`config.mk`:
```
export PLATFORM = sky130hd
export DESIGN_NAME = cache_ctrl
export DESIGN_NICKNAME = d
export VERILOG_FILES = /design/src/rtl/cache_ctrl_pkg.sv /design/src/rtl/cache_ctrl_perf_counter.sv /design/src/rtl/cache_ctrl.sv
export SDC_FILE = /design/constraint.sdc
export NUM_CORES = 1
export LEC_CHECK = 0
export CORE_AREA = 2 2 39 41
export DETAILED_ROUTE_END_ITERATION = 16
export DIE_AREA = 0 0 41 43
export GPL_TIMING_DRIVEN = 0
export PLACE_DENSITY = 0.76
export SYNTH_ARGS = -nofsm -noshare
export SYNTH_HDL_FRONTEND = slang
export SYNTH_SLANG_ARGS = --single-unit
export TNS_END_PERCENT = 1
```
`constraint.sdc`:
```
create_clock -name clk -period 1.9 [get_ports clk]
set_clock_uncertainty 0.05 [all_clocks]
set_input_delay 0.38 -clock clk [delete_from_list [all_inputs] [get_ports clk]]
set_output_delay 0.38 -clock clk [all_outputs]
set_load 0.1 [all_outputs]
```
`src/rtl/cache_ctrl_pkg.sv`:
```
// Shared types for the L1 cache slice.
//   lc3b_word          : 16-bit CPU word
//   lc3b_data          : 128-bit cache line
//   cache_ctrl_state_t : cache controller FSM state (2-bit enum)
package lc3b_types;

    typedef logic [15:0]  lc3b_word;
    typedef logic [127:0] lc3b_data;

    typedef enum logic [1:0] {
        IDLE      = 2'd0,
        WRITEBACK = 2'd1,
        ALLOCATE  = 2'd2
    } cache_ctrl_state_t;

endpackage

```
`src/rtl/cache_ctrl_perf_counter.sv`:
```
// cache_perf_counter: one saturating event counter.
// Only compiled when CACHE_PERF_CNT_EN is defined.
//   clk   : system clock
//   reset : synchronous active-high reset, clears count
//   inc   : count one event this cycle
//   count : current value, sticks at all-ones
`ifdef CACHE_PERF_CNT_EN
module cache_perf_counter #(
    parameter int CNT_W = 16
) (
    input  logic             clk,
    input  logic             reset,
    input  logic             inc,
    output logic [CNT_W-1:0] count
);

    always_ff @(posedge clk) begin
        if (reset) begin
            count <= '0;
        end else if (inc && (count != {CNT_W{1'b1}})) begin
            count <= count + 1'b1;
        end
    end

endmodule
`endif

```
`src/rtl/cache_ctrl.sv`:
```
// cache_ctrl: control FSM for the 2-way set-associative, write-back,
// write-allocate L1 cache. Drives the datapath array loads, LRU update,
// line word mux select and pmem write-back/allocate traffic.
//
// Optional feature macro: CACHE_PERF_CNT_EN adds hit/miss/write-back
// counters (hit_count, miss_count, wb_count, CNT_W bits each).
//
// Ports:
//   clk, reset                 : clock, synchronous active-high reset
//   mem_read, mem_write        : CPU request, held until mem_resp
//   mem_resp                   : CPU request complete
//   hit0/1, valid0/1, dirty0/1 : per-way status of the indexed set
//   lru_out                    : LRU bit of indexed set (= victim way)
//   way_sel                    : way for word mux and data writes
//   load_data/tag/valid/dirty  : per-way array write enables
//   dirty_in                   : dirty value written
//   lru_load, lru_in           : LRU write enable and value
//   datain_sel                 : 0 = CPU merged word, 1 = pmem line
//   pmem_addr_sel              : 0 = CPU line address, 1 = victim tag+set
//   pmem_read, pmem_write      : pmem line strobes
//   pmem_resp                  : pmem transaction done
//   fsm_state                  : current FSM state (observation only)
//
// Handshake: the CPU raises mem_read or mem_write and holds it until the
// cycle mem_resp is high; pmem_read/pmem_write are held until the cycle
// pmem_resp is high, which completes the transfer.
module cache_ctrl
    import lc3b_types::*;
#(
    parameter int CNT_W = 16
) (
    input  logic              clk,
    input  logic              reset,
    input  logic              mem_read,
    input  logic              mem_write,
    output logic              mem_resp,
    input  logic              hit0,
    input  logic              hit1,
    input  logic              valid0,
    input  logic              valid1,
    input  logic              dirty0,
    input  logic              dirty1,
    input  logic              lru_out,
    output logic              way_sel,
    output logic [1:0]        load_data,
    output logic [1:0]        load_tag,
    output logic [1:0]        load_valid,
    output logic [1:0]        load_dirty,
    output logic              dirty_in,
    output logic              lru_load,
    output logic              lru_in,
    output logic              datain_sel,
    output logic              pmem_addr_sel,
    output logic              pmem_read,
    output logic              pmem_write,
    input  logic              pmem_resp,
    output cache_ctrl_state_t fsm_state
`ifdef CACHE_PERF_CNT_EN
    ,
    output logic [CNT_W-1:0]  hit_count,
    output logic [CNT_W-1:0]  miss_count,
    output logic [CNT_W-1:0]  wb_count
`endif
);

    cache_ctrl_state_t state, next_state;
    logic victim_q, victim_d;
    logic req, any_hit, hit_way, victim_dirty;

    assign req          = mem_read | mem_write;
    assign any_hit      = hit0 | hit1;
    // Way 0 wins if both hit (illegal, flagged by the assertion below).
    assign hit_way      = ~hit0;
    assign victim_dirty = lru_out ? (valid1 & dirty1) : (valid0 & dirty0);
    assign fsm_state    = state;

    // Victim is captured when the miss is detected so that LRU updates
    // from elsewhere cannot retarget an in-flight miss.
    always_ff @(posedge clk) begin
        if (reset) begin
            state    <= IDLE;
            victim_q <= 1'b0;
        end else begin
            state    <= next_state;
            victim_q <= victim_d;
        end
    end

    always_comb begin
        next_state    = state;
        victim_d      = victim_q;
        mem_resp      = 1'b0;
        way_sel       = 1'b0;
        load_data     = 2'b00;
        load_tag      = 2'b00;
        load_valid    = 2'b00;
        load_dirty    = 2'b00;
        dirty_in      = 1'b0;
        lru_load      = 1'b0;
        lru_in        = 1'b0;
        datain_sel    = 1'b0;
        pmem_addr_sel = 1'b0;
        pmem_read     = 1'b0;
        pmem_write    = 1'b0;

        case (state)
            IDLE: begin
                if (req && any_hit) begin
                    way_sel  = hit_way;
                    mem_resp = 1'b1;
                    lru_load = 1'b1;
                    lru_in   = ~hit_way;
                    if (mem_write) begin
                        load_data[hit_way]  = 1'b1;
                        load_dirty[hit_way] = 1'b1;
                        dirty_in            = 1'b1;
                        datain_sel          = 1'b0;
                    end
                end else if (req) begin
                    victim_d   = lru_out;
                    next_state = victim_dirty ? WRITEBACK : ALLOCATE;
                end
            end

            WRITEBACK: begin
                pmem_write    = 1'b1;
                pmem_addr_sel = 1'b1;
                way_sel       = victim_q;
                if (pmem_resp) begin
                    next_state = ALLOCATE;
                end
            end

            ALLOCATE: begin
                pmem_read = 1'b1;
                way_sel   = victim_q;
                if (pmem_resp) begin
                    load_data[victim_q]  = 1'b1;
                    load_tag[victim_q]   = 1'b1;
                    load_valid[victim_q] = 1'b1;
                    load_dirty[victim_q] = 1'b1;
                    datain_sel           = 1'b1;
                    dirty_in             = 1'b0;
                    next_state           = IDLE;
                end
            end

            default: begin
                next_state = IDLE;
            end
        endcase
    end

    a_single_hit: assert property (@(posedge clk) disable iff (reset)
        (state == IDLE && req) |-> !(hit0 && hit1));
    a_single_op: assert property (@(posedge clk) disable iff (reset)
        !(mem_read && mem_write));

`ifdef CACHE_PERF_CNT_EN
    logic hit_evt, miss_evt, wb_evt;
    assign hit_evt  = (state == IDLE) && req && any_hit;
    assign miss_evt = (state == IDLE) && req && !any_hit;
    assign wb_evt   = (state == WRITEBACK) && pmem_resp;

    cache_perf_counter #(.CNT_W(CNT_W)) u_hit_cnt (
        .clk(clk), .reset(reset), .inc(hit_evt), .count(hit_count)
    );
    cache_perf_counter #(.CNT_W(CNT_W)) u_miss_cnt (
        .clk(clk), .reset(reset), .inc(miss_evt), .count(miss_count)
    );
    cache_perf_counter #(.CNT_W(CNT_W)) u_wb_cnt (
        .clk(clk), .reset(reset), .inc(wb_evt), .count(wb_count)
    );
`else
    wire unused_cnt_w = |CNT_W;
`endif

endmodule
```
==> results.sh <==
export IMPL_seq_area_sq_um=67.56
export IMPL_die_x_um=41
export IMPL_yosys_warnings=0
export IMPL_setup_slack_ns=-0.09144
export IMPL_cp_max_fo=4
export IMPL_dp_slack_ns=-1.401
export IMPL_rsz0062_at_grt="yes"
export IMPL_final_common_cell="buf_4"
export IMPL_period_share_pct=104.8
export IMPL_worstPathRequired_ns=1.47
export IMPL_finalMaxSlewViolations=0
export IMPL_final_cell_mix="buf_4, buf_6, clkdlybuf4s50_1, buf_12, clkbuf_4"
export IMPL_cts_buffer_depth=2
export IMPL_cp_cell_sequence="inv_4 -> buf_4 -> ha_4 -> and3_4 -> a21o_4 -> buf_12 -> buf_12"
export IMPL_viasPerCell=4.560
export IMPL_worstSetupEndpointType="primary output"
export IMPL_p_leak_nw=0.4498
export IMPL_syn_area_per_cell_sq_um=7.635
export IMPL_power_density_nw_per_um2=1209
export IMPL_switching_share_pct=59.42
export IMPL_holdBufCountCts=0
export IMPL_synthesis_instances=49
export IMPL_violations="setup timing"
export IMPL_outcome="finished with violations"
export IMPL_critPathSlowestCell="dfxtp_4"
export IMPL_insertion_delay_ns=0.23
export IMPL_slew_headroom_pct=37.18
export IMPL_drc_errors=0
export IMPL_grt_pass1_vias=416
export IMPL_placed_cell_area_sq_um=803.3
export IMPL_start_util_pct=27.03
export IMPL_internal_power_w=0.0004652
export IMPL_tightestPinTransition_ns=0.9460
export IMPL_fillerInstances=122
export IMPL_place_port_buffers=30
export IMPL_grt_max_degree=7
export IMPL_die_h_um=43
export IMPL_holdWs_ns=0.6040
export IMPL_grt_pass1_wl_um=1731
export IMPL_firstDrtPassIters=2
export IMPL_syn_num_nets=65
export IMPL_cap_viol_max_count=0
export IMPL_critPathMaxStageDelay_ns=0.34
export IMPL_dp_hpwl_um=882.4
export IMPL_clock_tree_root_cell="clkbuf_4"
export IMPL_report_power_total_w=0.001146
export IMPL_clk_pin_slew_ns=0.04
export IMPL_period_minus_slack_ns=1.991
export IMPL_vias=497
export IMPL_cts_sinks=3
export IMPL_finalHoldViolCount=0
export IMPL_diodes=0
export IMPL_power_frac_seq_pct=7.9
export IMPL_die_area_sq_um=1763
export IMPL_multi_input_area_sq_um=354.1
export IMPL_htreeDepth=1
export IMPL_ys_types=24
export IMPL_grt_overflow=0
export IMPL_antenna_found_initial=0
export IMPL_postRouteAntennaNets=0
export IMPL_drive_gt1_share_pct=62.37
export IMPL_cts_tree="built"
export IMPL_worstPathArrival_ns=1.56
export IMPL_clockPowerShare_pct=9.8
export IMPL_coreArea_sq_um=1384
export IMPL_p_sw_w=0.0006812
export IMPL_crit_top_cell="buf_12"
export IMPL_wl_per_cell_um=11.64
export IMPL_hold_class="flip-flop to flip-flop"
export IMPL_num_nets_final=110
export IMPL_synth_area_sq_um=374.1
export IMPL_pwr_share_comb_pct=82.4
export IMPL_critical_path_class="flip-flop to primary output"
export IMPL_fin_tns_setup_ns=-0.2076
export IMPL_synth_seq_cells=3
export IMPL_rows=14
export IMPL_rrSetupSlack_ns=0.20
export IMPL_drt_first_iter_violations=2
export IMPL_crit_path_start_kind="flip-flop"
export IMPL_ir_drop_uv=644.5
export IMPL_io_pins=31
export IMPL_syn2layout_area_growth_pct=153.5
export IMPL_fmax_mhz=502.1
export IMPL_track_usage_pct=14.64
export IMPL_cts_buffers=3
export IMPL_wirelength_um=1269
export IMPL_seq_area_frac_synth_pct=16.05
export IMPL_finalSetupViolations=3
export IMPL_routabilityCongestion=0.7650
export IMPL_stdcell_area_sq_um=948.4
==> registers in the layout, indices dropped and copies added, names as in the netlist <==
register / count
victim_q: 1
fsm_state: 2
==> through the flow <==
stage          utilization [%]  std cells
2_1_floorplan                -         49
3_3_place_gp             58.05         95
3_5_place_dp             58.05         95
4_1_cts                  61.93         99
5_1_grt                  68.54        109
6_report                 68.54        109
==> synthesized netlist by cell type, drive strengths merged <==
library cell	number	area share, %
nand3	1	1.3
o21bai	1	2.0
a311oi	2	4.7
o21ai	2	3.7
ha	4	13
mux2i	1	2.7
nand2	4	4.0
a21oi	3	5.0
and3	1	1.7
buf	6	12
o22ai	1	1.7
nor2b	1	1.7
a211oi	1	2.0
dfxtp	3	16
a21o	1	2.3
nor3	1	1.3
a41o	1	3.0
nor3b	1	2.0
o31ai	1	5.7
inv	5	5.0
nor2	8	8.7
==> routing by layer <==
layer  up-vias  GRT usage [%]  wire [um]
met2        14          21.56        700
met5         -              0          0
met3         0          3.141         70
met4         0          10.00          0
met1       225          17.95        497
li1        258              -          -
==> power by group through the flow <==
stage	sequential [W]	clock, W	combinational [W]
after floorplan	0.000150	0	0.000613
after global placement	0.0000947	0	0.000824
after detailed placement	0.0000949	0	0.000827
after CTS	0.0000952	0.000122	0.000868
after global routing	0.0000916	0.000127	0.000983
final	0.0000901	0.000112	0.000944
==> final timing paths <==
kind                        startpoint                        end  depth (start not counted)
max          fsm_state[0]$_SDFFE_PP0P_              load_dirty[1]                          7
min              victim_q$_SDFFE_PP0P_      victim_q$_SDFFE_PP0P_                          2
max reg2reg  fsm_state[0]$_SDFFE_PP0P_  fsm_state[0]$_SDFFE_PP0P_                          6
min reg2reg      victim_q$_SDFFE_PP0P_      victim_q$_SDFFE_PP0P_                          2
==> final cells by class <==
class / count / area share [%]
buffer: 6 / 7.784
sequential: 3 / 7.124
multi-input combinational: 35 / 37.34
inverter: 5 / 2.507
timing repair buffer: 40 / 40.37
clock buffer: 4 / 2.770
tap: 16 / 2.111
==> worst max-delay path: cells and delay by family (launching register included) <==
family                     cells  cell delay, ns
DFF                            1            0.34
and+or+nand+nor                1            0.18
AOI/OAI and AO/OA              1            0.20
buffers and inverters          4            0.44
adders and majority gates      1            0.17
==> kinds of logic (layout without fill, tap and decap cells) <==
kind of cell	count (synthesis)	after routing	synth area share, %
simple gates	17	17	20.74
compound gates	13	13	30.10
buf+inv	11	55	17.06
fa+ha+maj	4	4	13.38
flops	3	3	16.05
mux	1	1	2.676
==> timing repair <==
| action | 4_1_cts | 5_1_grt |
|---|---|---|
| setup endpoints to repair | 19 | 11 |
| pin swaps | 4 | 4 |
| gates resized for setup | 117 | 12 |
| buffers inserted | 0 | 10 |
Power figures use the tool's default switching activity.
